==> src/rtl/div_unit.sv <==
// Multi-cycle radix-2 restoring divider for MIPS DIV/DIVU; result is {remainder, quotient}.
// Optional macro DIV_ZERO_FAST_EN: a zero divisor skips the iterations and retires in one cycle.
module div_unit #(
  parameter int WIDTH = 32
) (
  input  logic               clk,
  input  logic               rst,
  input  logic               start,
  input  logic               signed_div,
  input  logic               annul,
  input  logic [WIDTH-1:0]   a,
  input  logic [WIDTH-1:0]   b,
  output logic [2*WIDTH-1:0] result,
  output logic               ready,
  output logic               stall_div
);

  typedef enum logic [1:0] {IDLE, CALC, DONE} state_t;
  localparam int CW = $clog2(WIDTH);

  state_t           state, state_nxt;
  logic [WIDTH-1:0] a_lat, b_lat, quo, dvs, rem;
  logic             sgn;
  logic [CW-1:0]    cnt;

  logic [WIDTH-1:0] a_mag, b_mag, rem_nxt, quo_nxt, q_fix, r_fix;
  logic [WIDTH:0]   shifted;
  logic             ge, last, accept;
  logic [2*WIDTH-1:0] final_res;

  assign accept = start & ~annul;
  assign a_mag  = (signed_div & a[WIDTH-1]) ? -a : a;
  assign b_mag  = (signed_div & b[WIDTH-1]) ? -b : b;

  // Partial remainder is shifted into WIDTH+1 bits so the compare never overflows;
  // the difference always fits back into WIDTH bits.
  assign shifted = {rem, quo[WIDTH-1]};
  assign ge      = shifted[WIDTH] | (shifted[WIDTH-1:0] >= dvs);
  assign rem_nxt = ge ? (shifted[WIDTH-1:0] - dvs) : shifted[WIDTH-1:0];
  assign quo_nxt = {quo[WIDTH-2:0], ge};
  assign last    = (cnt == CW'(WIDTH-1));

  assign q_fix     = (sgn & (a_lat[WIDTH-1] ^ b_lat[WIDTH-1])) ? -quo_nxt : quo_nxt;
  assign r_fix     = (sgn & a_lat[WIDTH-1]) ? -rem_nxt : rem_nxt;
  assign final_res = (b_lat == '0) ? {a_lat, {WIDTH{1'b1}}} : {r_fix, q_fix};

  assign ready = (state == DONE);

  always_comb begin
    state_nxt = state;
    stall_div = 1'b0;
    case (state)
      IDLE: if (accept) begin
        stall_div = 1'b1;
`ifdef DIV_ZERO_FAST_EN
        state_nxt = (b == '0) ? DONE : CALC;
`else
        state_nxt = CALC;
`endif
      end
      CALC: begin
        stall_div = 1'b1;
        if (annul)     state_nxt = IDLE;
        else if (last) state_nxt = DONE;
      end
      DONE:    state_nxt = IDLE;
      default: state_nxt = IDLE;
    endcase
  end

  always_ff @(posedge clk) begin
    if (rst) begin
      state  <= IDLE;
      result <= '0;
      cnt    <= '0;
      a_lat  <= '0;
      b_lat  <= '0;
      sgn    <= 1'b0;
      quo    <= '0;
      rem    <= '0;
      dvs    <= '0;
    end else begin
      state <= state_nxt;
      case (state)
        IDLE: if (accept) begin
          a_lat <= a;
          b_lat <= b;
          sgn   <= signed_div;
          quo   <= a_mag;
          dvs   <= b_mag;
          rem   <= '0;
          cnt   <= '0;
`ifdef DIV_ZERO_FAST_EN
          if (b == '0) result <= {a, {WIDTH{1'b1}}};
`endif
        end
        CALC: if (!annul) begin
          rem <= rem_nxt;
          quo <= quo_nxt;
          cnt <= cnt + 1'b1;
          if (last) result <= final_res;
        end
        default: ;
      endcase
    end
  end

endmodule

==> config.mk <==
export PLATFORM = sky130hd
export DESIGN_NAME = div_unit
export DESIGN_NICKNAME = d
export VERILOG_FILES = /design/src/rtl/div_unit.sv
export SDC_FILE = /design/constraint.sdc
export NUM_CORES = 1
export LEC_CHECK = 0
export ABC_AREA = 0
export CAP_MARGIN = 5
export CORE_MARGIN = 8
export CORE_UTILIZATION = 59
export DETAILED_ROUTE_END_ITERATION = 7
export GPL_ROUTABILITY_DRIVEN = 0
export PLACE_DENSITY = 0.84
export SYNTH_ARGS = -nofsm -noshare
export SYNTH_HDL_FRONTEND = slang
export SYNTH_SLANG_ARGS = --single-unit
==> constraint.sdc <==
create_clock -name clk -period 5.2 [get_ports clk]
set_input_delay 0.52 -clock clk [delete_from_list [all_inputs] [get_ports clk]]
set_output_delay 0.52 -clock clk [all_outputs]
set_load 0.1 [all_outputs]
* Word-level counts from Yosys, hierarchy flattened
Cells that the tools add are included.
** Word-level totals
- Bits in registers :: 232
- Bits of input ports :: 69
- Output and inout bits :: 66
** Cells by class
- Add/subtract/negate cells :: 6
- $lt $le $gt $ge :: 1
- Equal/unequal tests :: 6
- Muxes and demuxes :: 21
- Bitwise gates (word level) :: 8
- Reduce and logical (&&, ||, !) cells :: 7
** Operator list (number)
- $mux 32 :: 9
- $neg 32->32 :: 4
- $pmux 32 s2 :: 2
- $mux 64 :: 1
- $ge 32x32->1 :: 1
- $logic_not 32->1 :: 1
- $sub 32x32->32 :: 1
- $mux 5 :: 2
- $pmux 5 s2 :: 1
- $mux 2 :: 3
- $reduce_and 3->1 :: 2
- $add 5x1->5 const B :: 1
- $and 1x1->1 :: 5
- $eq 5x5->1 const B :: 1
- $ne 2x2->1 const B :: 2
- $pmux 2 s2 :: 1
- $reduce_and 2->1 :: 2
- $ne 3x3->1 const B :: 1
- $eq 2x1->1 const B :: 1
- $eq 2x2->1 const B :: 1
- $logic_not 2->1 :: 1
- $pmux 1 s2 :: 1
- $reduce_bool 2->1 :: 1
- $mux 1 :: 1
- other kinds (3) :: 3

* Depth between registers and ports, before layout
Gate-level depths: netlist (run 1).
- Depth after elaboration :: 6
- Depth in mapped cells :: 25
- Gate-level depth less buffers :: 21

* Worst setup path before layout (run 1)
Ideal clock, no wire load.
- Path kind :: reg-to-reg
- From :: register quo[31]
- To :: register result[58]
- Data arrival time :: 4.549 ns
- Data required time :: 5.088 ns
- Setup slack :: 0.539 ns
- Stages on the path, launching flop included :: 23
- Period minus slack after synthesis :: 4.661 ns
- Cells stage by stage :: dfxtp_1 -> inv_1 -> ha_1 -> fa_1 -> nand2b_1 -> a21oi_1 -> o221a_1 -> o211ai_2 -> nand3_4 -> buf_4 -> clkbuf_8 -> clkbuf_1 -> a21oi_1 -> inv_1 -> ha_1 -> nand2_1 -> a2111oi_0 -> a41o_1 -> and4b_1 -> buf_2 -> a21oi_1 -> xnor2_1 -> a2111oi_1
** Between the ends
- Word-level cells in the longest chain between the ends :: 6
** RTL lines
- start, declared :: line 22 : logic [WIDTH-1:0] a_lat, b_lat, quo, dvs, rem;
- start signal, assigned :: line 89 : quo <= a_mag;
- start signal, assigned :: line 99 : quo <= quo_nxt;
- $ge 32x32->1 :: line 38 : assign ge = shifted[WIDTH] | (shifted[WIDTH-1:0] >= dvs);
- $or 1x1->1 :: line 38
- $mux 32 (*) :: line 39 : assign rem_nxt = ge ? (shifted[WIDTH-1:0] - dvs) : shifted[WIDTH-1:0];
- $neg 32->32 :: line 44 : assign r_fix = (sgn & a_lat[WIDTH-1]) ? -rem_nxt : rem_nxt;
- $mux 32 (*) :: line 44
- $mux 64 (*) :: line 45 : assign final_res = (b_lat == '0) ? {a_lat, {WIDTH{1'b1}}} : {r_fix, q_fix};
- end signal, assigned :: line 101 : if (last) result <= final_res;
- end, declared :: line 13 : output logic [2*WIDTH-1:0] result,
Mark *: on every way between the ends. The rest lies on a longest branch, timed or not.
A chain may end at the register's enable or synchronous reset.

* Final worst setup path (run 1)
- From :: register rem[16]
- To :: register result[28]
** Between the ends
- Word-level cells in the longest chain between the ends :: 5
** RTL lines
- start, declared :: line 22
- start signal, assigned :: line 98 : rem <= rem_nxt;
- $ge 32x32->1 :: line 38
- $or 1x1->1 :: line 38
- $neg 32->32 :: line 43 : assign q_fix = (sgn & (a_lat[WIDTH-1] ^ b_lat[WIDTH-1])) ? -quo_nxt : quo_nxt;
- $mux 32 :: line 43
- $mux 64 :: line 45
Every way passes these cells.

==> summary.md, run 1 <==
| Metric | Value |
|---|---|
| Top cell type's share of synthesized area | 32.5% |
| Die Y | 171 µm |
| Initial Util | 60.4% |
| Synth area leader | dfxtp_1 |
| Relative slew slack | a little under a third |
| I/O Buffers | approximately 130 |
| Num Clock Sinks | 231 |
| Asr flop ratio synth | 0% |
| Worst hold path cell count | 2 |
| Share of layout cells above drive strength 1 | 5.74% |
| Syn Inst Count | 1900 |
| Gr busiest metal | met2 |
| Routed WL per cell | ~20 µm |
| # rows | 56 |
| Min Tclk post-route | 4.79 ns |
| Vias in the first global route | approximately 13000 |
| Top FF cell, synth | dfxtp_1 |
| GR Util All Layers | 29.5% |
| Layout Cells excl Fill | 2287 |
| CP peak stage delay | 0.42 ns |
| TritonCTS clock tree | yes |
| Remaining global-route overflow | 0 |
| Yosys cell types | 95 |
| Sequential share of power | 39.0% |
| Switching share of power | 29.8% |
| Synth Area in Compound Gates | 25.8% |
| Met3 GRT Util | between 6 and 7% |
| Multiplexer share of the synthesized area | less than 1% |
| Initial DRC count | 1777 |
| Max IR drop VDD | 271 µV |
| Pwr Density | ~290 nW/µm² |
| Critical path required time | 5.67 ns |
| Synth Net Count | 2008 |
| Critical Path Stages | 16 |
| Int Power | 0.00337 W |
| Post-DP HPWL | around 32000 µm |
| Finish-stage setup viols | 0 |
| Largest cells by area after synthesis | dfxtp_1, nand2_1, a21oi_1 |
| Fin nets | 2056 |
| Avg Cell Area, Syn | roughly 7.5 µm² |
| Core region area | approximately 24000 µm² |
| Worst Tran Pin Value | 1.04 ns |
| Final WS setup | 0.408 ns |
| Clk_lat worst skew | 0.55 ns |
| Area delta synth->final | 15.5% |
| Root Driver | clkbuf_16 |
| Placed cells | ~2200 |
| Highest clock rate | 209 MHz |
| ANT cells | 0 |
| Main combinational cell family by area after synthesis | compound AO/OA/AOI/OAI gates |
| Post-CTS Setup Inserts | 0 |
| Post-Syn Area | 14200 µm² |
| Antenna viol nets, final | 0 |
| Post-cts sizing count | 0 |
| Yosys warns | 0 |
| #FFs+latches synth | 231 |
| Die ar. | 29300 µm² |
| Post-CTS Hold Buffers | 0 |
| Crit. End Element | register |
| Sequential cell area fraction in the yosys report | around a third |
| Setup_tns | 0 ns |
| Initial antenna violation count | 1 |
| Unrepaired setup endpoints after global routing | no |
| Buf/Inv on CP | 2 |
| Tcrit/Tclk final | 92.2% |
| WP data arrival | 5.26 ns |
| Status | complete, no violations |
| Synth Area in Adders | under 10% |
| CP delay by family, top | compound AO/OA/AOI/OAI gates |
| Worst-path clk slew | 0.06 ns |
| Max-slew violations | 0 |
| Switching power | 0.00143 W |
| First-pass GRT wire length | 70700 µm |
| Via/cell ratio | approximately 6.4 |
| Synth Area in XOR/XNOR | under 10% |
| Simple-Gate Fraction of Synth Area | 23.9% |
| Clock share of power | around 41% |
| Worst Path Max Fanout | 53 |
| Num CTS Buffers | 26 |
| DP Worst Slack | 0.539 ns |
| Vias | around 15000 |
| Combinational share of power | approximately a fifth |
| Worst-case clock buffer depth | 3 |
| I/O pin cnt | 135 |
| Final hold violations | 0 |
| Die Width | 171 µm |
| EDFF count, synth | 0 |
| CP Launch Type | register |
| Max Cap Viol | 0 |
| Class of the worst hold path | register to register |
| CTS HTree Levels | 1 |
| R2R depth | 16 |
| Final Routed Wirelength | 44700 µm |
| Kind of critical path | register to register |
| Largest net degree at the start of global routing | 110 |
| Grt met2 use | 45.0% |
| First-pass DRT Iterations | 8 |
| CP max stage cell | dfxtp_1 |
| DRC | 0 |
| Crit-path cells | ha_1, a21oi_1, o211ai_1, a22oi_2, a31o_4, nand3_4, buf_4, inv_6, ha_1, nor2b_1, and2_1, a21oi_1, nor2_1, o21ai_0, xnor2_1, a211oi_1 |
| Met1 GRT Util | between 40 and 50% |
| Layout fillers | ~1900 |
| Clk_skew | between 0.02 and 0.03 ns |
| Leakage | between 6 and 7 nW |
==> power by group through the flow <==
stage / combinational (W) / sequential (W) / clock, W
detailed placement: 0.000904 / 0.00191 / 0
global placement: 0.000887 / 0.00191 / 0
finish: 0.000939 / 0.00187 / 0.00199
global route: 0.00102 / 0.00188 / 0.00206
CTS: 0.000912 / 0.00187 / 0.00199
floorplan: 0.000663 / 0.00190 / 0
==> registers in the layout, summed over array words and instances, names as in the netlist <==
signal / cells
cnt: 5
b_lat: 32
sgn: 1
a_lat: 32
quo: 32
state: 2
result: 64
rem: 32
dvs: 31
==> cell usage after synthesis, types with 16 or more instances <==
cell type,number
dfxtp_1,231
or3_1,18
o21ai_0,66
a211oi_1,40
xnor2_1,59
ha_1,38
a22oi_1,51
nor4_1,31
a21oi_1,208
nand2_1,312
clkbuf_1,96
nor2_1,225
nand4_1,17
inv_1,49
o22ai_1,17
nor3_1,42
xor2_1,72
o31ai_1,16
a31oi_1,17
nand3_1,26
a311oi_1,26
==> cells in the final DEF, fill, tap and decap left out, types with 6 or more instances in the layout <==
cell type,netlist,final
and3_1,10,10
ha_1,38,38
and2_1,13,12
o211ai_1,13,13
nand2b_1,8,8
dfxtp_1,231,231
a21oi_1,208,208
a311oi_1,26,26
o21ai_1,8,8
xnor2_1,59,59
buf_4,1,14
a211oi_1,40,40
or2_2,6,6
o41ai_1,6,6
o21a_1,10,10
o21ai_0,66,66
nor2b_1,8,8
a31oi_1,17,17
xor2_1,72,72
clkbuf_16,0,26
mux2i_1,7,7
o22ai_1,17,17
nand2_1,312,312
nand3_1,26,26
or3_1,18,17
o31ai_1,16,16
a21o_1,14,14
nor3_1,42,41
nor4_1,31,31
nand4_1,17,17
nor2_1,225,222
or4_1,7,7
clkdlybuf4s50_1,0,133
inv_1,49,49
o211a_1,6,6
a22oi_1,51,51
==> metal layers <==
layer,part of all wire (%),vias to the layer above
li1,-,6863
met1,44,6863
met2,43,781
met3,9.9,115
met4,3.2,2
met5,0.029,-
==> cell type report <==
cell class                      count  area [µm²]  area share, %
Clock buffer                       34         711           4.33
Clock inverter                     14         214           1.30
Inverter                           50         193           1.17
Multi-Input combinational cell   1491        8830           53.8
Sequential cell                   231        4620           28.2
Tap cell                          319         399           2.43
Timing Repair Buffer              148        1450           8.82
==> final timing paths <==
kind / startpoint / endpoint / slack (ns)
worst max register to register: rem[16]$_SDFFE_PP0P_ / result[28]$_SDFFE_PP0P_ / 0.41
worst min-delay path: b_lat[22]$_SDFFE_PP0P_ / b_lat[22]$_SDFFE_PP0P_ / 0.46
worst max-delay path: rem[16]$_SDFFE_PP0P_ / result[28]$_SDFFE_PP0P_ / 0.41
worst min register to register: b_lat[22]$_SDFFE_PP0P_ / b_lat[22]$_SDFFE_PP0P_ / 0.46
==> stage by stage <==
step                area, µm²  hold WS (ns)  power (W)  util, %
CTS                     16400         0.458    0.00477     69.7
finish                  16400         0.457    0.00480     69.7
global route            16400         0.474    0.00496     69.7
detailed placement      15500         0.449    0.00281     65.8
global placement        15500         0.442    0.00280     65.8
floorplan               14200         0.432    0.00256        -
==> worst min-delay path, cell delays in order (launching register included) <==
cell     delay, ns
dfxtp_1       0.30
nand2_1       0.05
a21oi_1       0.05
==> cells by family after synthesis <==
| kind of cell | count (synthesis) |
|---|---|
| simple gates | 752 |
| compound gates | 559 |
| flops | 231 |
| buf+inv | 178 |
| xor+xnor | 131 |
| fa+ha+maj | 39 |
| mux | 10 |
No activity file was read; power rests on OpenSTA's default activity.
==> run 2: changes to the inputs <==
Settings changed: CORE_MARGIN 8 to 3.
==> summary.md, run 2 (synthesis gave the netlist of run 1 again) <==
| Metric | Value |
|---|---|
| Pwr Density | 290 nW/µm² |
| Antenna viol nets, final | 0 |
| Vias | 14800 |
| Post-CTS Setup Inserts | 0 |
| Highest clock rate | 207 MHz |
| Combinational share of power | 19.7% |
| CP peak stage delay | 0.57 ns |
| CP delay by family, top | compound AO/OA/AOI/OAI gates |
| CP Launch Type | register |
| Die ar. | around 26000 µm² |
| Finish-stage setup viols | 0 |
| Worst Path Max Fanout | 10 |
| Num Clock Sinks | 231 |
| Final hold violations | 0 |
| Switching share of power | between 20% and 30% |
| Most common cell after layout, fill and taps aside | nand2_1 |
| Core region area | ~24000 µm² |
| Largest net degree at the start of global routing | approximately 160 |
| WP data arrival | 5.26 ns |
| Layout fillers | 1919 |
| Relative slew slack | 26.9% |
| Fin area | ~16000 µm² |
| Final Routed Wirelength | 44000 µm |
| Root Driver | clkbuf_16 |
| CP most frequent cell | a21oi_1 |
| Max IR drop VDD | 227 µV |
| Crit. End Element | register |
| Fin nets | 2054 |
| RR Endpoint | result[58]$_SDFFE_PP0P_ |
| Critical Path Stages | 18 |
| CP max stage cell | a2111oi_1 |
| Worst-path clk slew | 0.06 ns |
| R2R depth | 18 |
| R2R Setup Slk | 0.36 ns |
| Max reg flops | 64 |
| Critical path required time | roughly 5.6 ns |
| Unrepaired setup endpoints after global routing | no |
| Min Tclk post-route | 4.84 ns |
| Post-DP HPWL | 31900 µm |
| Hold wc startpoint | b_lat[30]$_SDFFE_PP0P_ |
| Worst hold path cell count | 2 |
| Share of layout cells above drive strength 1 | approximately 5.7% |
| Worst-case clock buffer depth | 3 |
| Buf/Inv on CP | 2 |
| Num CTS Buffers | 26 |
| Setup_tns | 0 ns |
| Clk_lat worst skew | 0.55 ns |
| Highest-count cells in the layout ignoring fill and taps | nand2_1, dfxtp_1, nor2_1, a21oi_1, clkdlybuf4s50_1 |
| Clk_skew | 0.0270 ns |
| Kind of critical path | register to register |
| Initial Util | 60.4% |
| Met1 GRT Util | 47.2% |
| Leakage | 6.04 nW |
| Sequential share of power | 39.4% |
| Clock share of power | between 40% and 50% |
| Via/cell ratio | 6.46 |
| Tcrit/Tclk final | 93.0% |
| Die Y | 161 µm |
| Die Width | 161 µm |
| Max Cap Viol | 0 |
| I/O Buffers | 134 |
| DRC | 0 |
| Switching power | 0.00142 W |
| Gr busiest metal | met2 |
| RR Startpoint | quo[31]$_SDFFE_PP0P_ |
| First-pass DRT Iterations | 6 |
| Grt met2 use | about 49% |
| Initial antenna violation count | 1 |
| TritonCTS clock tree | yes |
| I/O pin cnt | between 100 and 150 |
| Vias in the first global route | roughly 13000 |
| Hold endpoint | b_lat[30]$_SDFFE_PP0P_ |
| Largest reg by FF count | result |
| # rows | 56 |
| Placed Instance Area | 15500 µm² |
| First-pass GRT wire length | around 70000 µm |
| ANT cells | 0 |
| Status | complete, no violations |
| Initial DRC count | 1902 |
| GR Util All Layers | ~32% |
| Area delta synth->final | 15.6% |
| Crit-path cells | inv_1, ha_1, fa_1, nand2b_1, a21oi_1, o221a_1, o211ai_2, nand3_4, a21oi_1, inv_1, ha_1, nand2_1, a2111oi_1, a41o_1, and4b_1, a21oi_1, xnor2_1, a2111oi_1 |
| Int Power | 0.00334 W |
| Worst Tran Pin Value | 1.10 ns |
| Max-slew violations | 0 |
| Class of the worst hold path | register to register |
| Routed WL per cell | between 15 and 20 µm |
| Remaining global-route overflow | 0 |
| Post-CTS Hold Buffers | 0 |
| Met3 GRT Util | under 10% |
| CTS HTree Levels | 1 |
==> run 2: cell types whose count changed in the layout (fill, tap and decap cells not counted) <==
cell	change
buf_12	+2
buf_4	-4
bufinv_16	-2
clkbuf_1	-1
clkbuf_8	+5
clkinv_2	-1
clkinv_4	+1
clkinvlp_4	-3
inv_6	+1
==> run 2: metal layers <==
| layer | routed length [µm] | up-vias |
|---|---|---|
| met1 | 18800 | 6938 |
| met5 | 13 | - |
| li1 | - | 6870 |
| met2 | 19000 | 825 |
| met4 | 1490 | 2 |
| met3 | 4750 | 124 |
==> run 2: power groups by stage <==
stage	clock network, W	logic (W)	registers (W)
CTS	0.00195	0.000914	0.00187
detailed placement	0	0.000906	0.00191
finish	0.00195	0.000938	0.00187
global route	0.00203	0.00102	0.00188
floorplan	0	0.000663	0.00190
global placement	0	0.000886	0.00191
==> run 2: area by class of cell <==
type	instances	area, µm²	share of cell area, %
inverter	50	193	1.17
clock buffer	38	776	4.72
timing repair buffer	146	1460	8.88
clock inverter	10	144	0.876
sequential	231	4620	28.2
multi-input combinational	1491	8830	53.8
tap	319	399	2.43
==> run 2: worst min-delay path, cell delays in order, from the launching register on <==
cell and delay (ns):
dfxtp_1 0.31, nand2_1 0.05, a21oi_1 0.05
==> run 2: stage by stage <==
step	worst slack (ns)	total power [W]	hold WS [ns]	instances	utilization [%]
5_1_grt	0.0598	0.00493	0.468	2285	69.7
3_3_place_gp	0.608	0.00279	0.442	2237	65.8
6_report	0.362	0.00476	0.454	2285	69.7
3_5_place_dp	0.354	0.00282	0.447	2237	65.8
4_1_cts	0.318	0.00473	0.455	2285	69.7
2_1_floorplan	0.539	0.00256	0.432	1900	-
==> run 2: timing repair <==
action,CTS,global route
gates resized for setup,0,1
setup endpoints to repair,0,1
endpoints found under the hold margin,0,0
==> run 2: worst max-delay path by stage <==
stage	startpoint	to	slack [ns]
floorplan	quo[31]$_SDFFE_PP0P_	result[58]$_SDFFE_PP0P_	0.54
global placement	quo[31]$_SDFFE_PP0P_	result[58]$_SDFFE_PP0P_	0.61
finish	quo[31]$_SDFFE_PP0P_	result[58]$_SDFFE_PP0P_	0.36
global route	quo[31]$_SDFFE_PP0P_	result[58]$_SDFFE_PP0P_	0.06
detailed placement	quo[31]$_SDFFE_PP0P_	result[58]$_SDFFE_PP0P_	0.35
CTS	quo[31]$_SDFFE_PP0P_	result[58]$_SDFFE_PP0P_	0.32
